--- config.mk ---
export PLATFORM = sky130hd
export DESIGN_NAME = hazard_scoreboard
export DESIGN_NICKNAME = d
export VERILOG_FILES = /design/src/rtl/hazard_scoreboard.sv
export SDC_FILE = /design/constraint.sdc
export NUM_CORES = 1
export LEC_CHECK = 0
export ABC_CLOCK_PERIOD_IN_PS = 7100
export BUFFER_PORTS_ARGS = -buffer_cell sky130_fd_sc_hd__buf_2
export CORE_MARGIN = 5
export CORE_UTILIZATION = 52
export CTS_CLUSTER_SIZE = 12
export DETAILED_ROUTE_END_ITERATION = 10
export GPL_TIMING_DRIVEN = 0
export PLACE_DENSITY = 0.76
export SKIP_CTS_REPAIR_TIMING = 1
export SLEW_MARGIN = 20
export SYNTH_ARGS = -nofsm -noshare
export SYNTH_HDL_FRONTEND = slang
export SYNTH_SLANG_ARGS = --single-unit
--- constraint.sdc ---
create_clock -name clk -period 7.1 [get_ports clk]
set_input_delay 0.71 -clock clk [delete_from_list [all_inputs] [get_ports clk]]
set_output_delay 0.71 -clock clk [all_outputs]
set_load 0.1 [all_outputs]
--- src/rtl/hazard_scoreboard.sv ---
// rtl/hazard_scoreboard.sv - issue-stage register hazard tracker with bypass select and load-use stall
module hazard_scoreboard #(
    parameter int AW       = 5,
    parameter int LOAD_LAT = 1,
    parameter int CNT_W    = 16
) (
    input  logic             clk,
    input  logic             reset,
    input  logic             id_valid,
    input  logic             id_kill,
    input  logic [AW-1:0]    id_rs,
    input  logic [AW-1:0]    id_rt,
    input  logic             id_use_rs,
    input  logic             id_use_rt,
    input  logic [AW-1:0]    id_rd,
    input  logic             id_wr_en,
    input  logic             id_is_load,
    output logic             stall,
    output logic             issue,
    output logic [1:0]       fwd_sel_A,
    output logic [1:0]       fwd_sel_B,
    output logic [CNT_W-1:0] stall_count
);
    localparam int         NR     = 1 << AW;
    localparam logic [1:0] LD_LAT = 2'(LOAD_LAT);

    logic [1:0]    age [NR];
    logic [NR-1:0] ld;

    logic [1:0] age_a, age_b;
    logic       haz_a, haz_b;
    logic       ld_use_a, ld_use_b;
    logic       wr_hit;

    always_comb begin
        age_a    = age[id_rs];
        age_b    = age[id_rt];
        haz_a    = id_use_rs && (id_rs != '0) && (age_a != 2'd0);
        haz_b    = id_use_rt && (id_rt != '0) && (age_b != 2'd0);
        ld_use_a = haz_a && ld[id_rs] && (age_a <= LD_LAT);
        ld_use_b = haz_b && ld[id_rt] && (age_b <= LD_LAT);
        fwd_sel_A = haz_a ? age_a : 2'b00;
        fwd_sel_B = haz_b ? age_b : 2'b00;
        stall     = id_valid && !id_kill && (ld_use_a || ld_use_b);
        issue     = id_valid && !id_kill && !stall;
        wr_hit    = issue && id_wr_en && (id_rd != '0);
    end

    // A new producer overrides the advancing entry so the newest write wins.
    always_ff @(posedge clk or negedge reset) begin
        if (!reset) begin
            for (int r = 0; r < NR; r++) begin
                age[r] <= 2'd0;
            end
            ld <= '0;
        end else begin
            for (int r = 0; r < NR; r++) begin
                if (wr_hit && (id_rd == AW'(r))) begin
                    age[r] <= 2'd1;
                    ld[r]  <= id_is_load;
                end else if (age[r] == 2'd3) begin
                    age[r] <= 2'd0;
                    ld[r]  <= 1'b0;
                end else if (age[r] != 2'd0) begin
                    age[r] <= age[r] + 2'd1;
                end
            end
        end
    end

    always_ff @(posedge clk or negedge reset) begin
        if (!reset) begin
            stall_count <= '0;
        end else if (stall && (stall_count != {CNT_W{1'b1}})) begin
            stall_count <= stall_count + CNT_W'(1);
        end
    end

endmodule
==> reports/results.ini <==
[grt]
track_usage_pct=23.47
overflow=0
grt_pass1_wl_mm=33.22
grt_max_degree=79
grt_pass1_vias=6201
antenna_found_initial=0

[power_and_ir_drop]
p_seq_share_pct=37.7
comb_power_share_pct=44.8
switching_share_pct=40.58
leakage_nw=4.334
clkPwrFrac_pct=17.5
power-per-cell-area_nw_per_um2=337.6
intPower_mw=1.812
peakVddDrop_mv=0.2158
p_switching_mw=1.238

[clock_network]
clock-root-buffer=clkbuf_16
cts_tree=yes
cts.path.max_buffers=2
cts.reportedPaths.clkPinSlew_ns=0.07
cts.sinks=112
cts_buffers=9
htree_levels=3
clock_latency_ns=0.37

[die]
fp.dieH_um=135.9
ios=45
core_area_um2=15710
die-area_um2=18470
num_rows=46
start_util_pct=52.46
die_w_um=135.9

[yosys]
yosysUniqueCellTypes=55
ys_seq_area_share_pct=34.00
synth_cells=757
synth_area_leaders=dfrtp_1 34%, mux4_2 11%, ha_1 9.9%
synth-edff-count=0
ys_warn_count=0
async_flop_share_pct=100.0
syn-cell-area_um2=8243
avgSynthCellArea_um2=10.89
synthFlopType=dfrtp_1
synth_top_area_share_pct=34.00
synth_top_cell_by_area=dfrtp_1
syn-num-nets=845
ys_ff_latch=112

[sta]
hold_viol_final=0
rsz0062_at_grt=false
drv_slew=0
holdWs_ns=0.2359
fin_tns_setup_ns=0
setup_viol_count_final=0
tightest_slew_ns=1.042
fin_crit_ns=5.152
relSlewSlack_pct=30.51
max_freq_ghz=0.1941
skew_ns=0.01344
post-route-period-util_pct=72.56

[setup_path]
crit_top_cell=buf_2
critical_path.top_delay_family=buffers and inverters
cp.arrival_ns=4.44
crit_required_ns=6.39
start_kind=input pin
crit_chain=buf_2, buf_2, buf_2, mux4_2, o22ai_1, nor4_1, nor4_1, a32o_1, buf_6, buf_2, clkbuf_1, nor2_1, buf_2
crit_buf_inv=7
cp_slowest_cell=clkbuf_1
max_stage_delay_ns=0.58
crit_path_end_kind=primary output
path_class=input pin to primary output
path_max_fanout=10

[detailed_routing]
drt_iter0_drc=510
post_drt_wl_per_cell_um=20.11
m1WireLength_mm=8.981
routed_via_density=5.903
via_count=6056
drc=0
drt-total-wl_mm=20.64
met2WireLength_mm=9.581
ant_nets=0
highest_layer=met4
drtPass1Iterations=5
dr_wl_met3_mm=1.608

[final_layout]
diodes=0
fill_cells=1305
final_nets=893
layout-drive-gt1-share_pct=18.40
post-route-util_pct=57.49
area_delta_synth_final_pct=9.593

[placed_design]
dp_hpwl_mm=15.56
finalWeightedCongestion=0.9559
io_buffers=36

[run]
maxCapViolations=0

[status]
status=completed

[min_path]
hp-class=input pin to asynchronous set/reset pin

cell usage after synthesis (all sizes together), types with 5 or more instances:
library cell	count
buf	21
clkbuf	10
dfrtp	112
ha	65
inv	70
mux2	46
mux2i	41
mux4	40
nand2	33
nand2b	24
nand3	21
nor2	58
nor2b	53
nor3	7
nor3b	6
nor4	16
nor4b	5
o21bai	17
o22ai	18
xnor2	9
xor2	36
state kept, by name, indices dropped and copies added (netlist names):
| signal | cells |
|---|---|
| age | 64 |
| ld | 32 |
| stall_count | 16 |
metrics by stage:
step	power, mW	area (µm²)	std cells	setup WS [ns]
4_1_cts	3.065	9034	1026	1.989
6_report	3.050	9034	1026	1.948
3_5_place_dp	2.521	8727	1010	2.014
3_3_place_gp	2.437	8693	1009	2.039
2_1_floorplan	2.162	8243	757	1.101
5_1_grt	3.301	9034	1026	1.777
layout make-up:
cell class | instances | area (µm²) | share of cell area [%]
inverters | 72 | 270.3 | 2.992
well taps | 216 | 270.3 | 2.992
multi-input cells | 542 | 5010 | 55.46
repair buffers | 37 | 214.0 | 2.368
plain buffers | 31 | 160.2 | 1.773
clock inverters | 5 | 63.81 | 0.7064
flip-flops and latches | 112 | 2803 | 31.02
clock buffers | 11 | 242.7 | 2.687
power by group through the flow:
stage          sequential (mW)  combinational (mW)  clock [mW]
4_1_cts                   1.14                1.38       0.545
5_1_grt                   1.18                1.55       0.567
3_3_place_gp              1.14                1.30           0
3_5_place_dp              1.15                1.37           0
6_report                  1.15                1.37       0.535
2_1_floorplan             1.06                1.10           0
worst paths after layout:
kind | start | to | slack [ns] | cells past startpoint
min in group clk | stall_count[15]$_DFFE_PN0P_ | stall_count[15]$_DFFE_PN0P_ | 0.50 | 1
max in group asynchronous | reset | age[56]$_DFFE_PN0P_ | 6.15 | 2
hold reg to reg | stall_count[15]$_DFFE_PN0P_ | stall_count[15]$_DFFE_PN0P_ | 0.50 | 1
hold / removal | reset | age[6]$_DFFE_PN0P_ | 0.24 | 1
setup / recovery | id_rs[1] | issue | 1.95 | 13
setup reg to reg | age[21]$_DFFE_PN0P_ | age[24]$_DFFE_PN0P_ | 3.72 | 9
layer usage:
metal / up-vias / global-route usage (%)
li1: 2752 / -
met1: 3024 / 31.47
met2: 237 / 37.72
met3: 43 / 5.588
met4: 0 / 7.727
met5: - / 0
layout by cell type (no fill, tap or decap), types with 3 or more instances in the layout:
master     instances
nor4_1             3
o21bai_1          17
mux2i_1           41
nand3_1           21
nor3_1             7
nand2_1           33
and2_1             4
buf_6              3
xor2_1            36
dfrtp_1          112
nor2_1            58
and4_1             4
a221oi_1           3
mux2_1            27
o22ai_1           18
clkbuf_16          9
mux2_2            19
clkbuf_1          11
o2111a_1           4
nand2b_1          24
nor3b_1            6
xnor2_1            9
nor4b_2            3
nor4_4            12
inv_1             70
a22oi_1            3
nor2b_1           53
nand4_1            3
ha_1              65
buf_2             49
mux4_2            40
buf_4              3
or2_2              3
kinds of logic after synthesis:
family	share of synthesized area [%]
AOI/OAI and AO/OA	5.480
buffers and inverters	5.222
muxes	22.19
DFF	34.00
and+or+nand+nor	18.46
xor gates and xnor gates	4.781
adders and majority gates	9.866
Note: power is estimated with default switching activity, not from simulation.
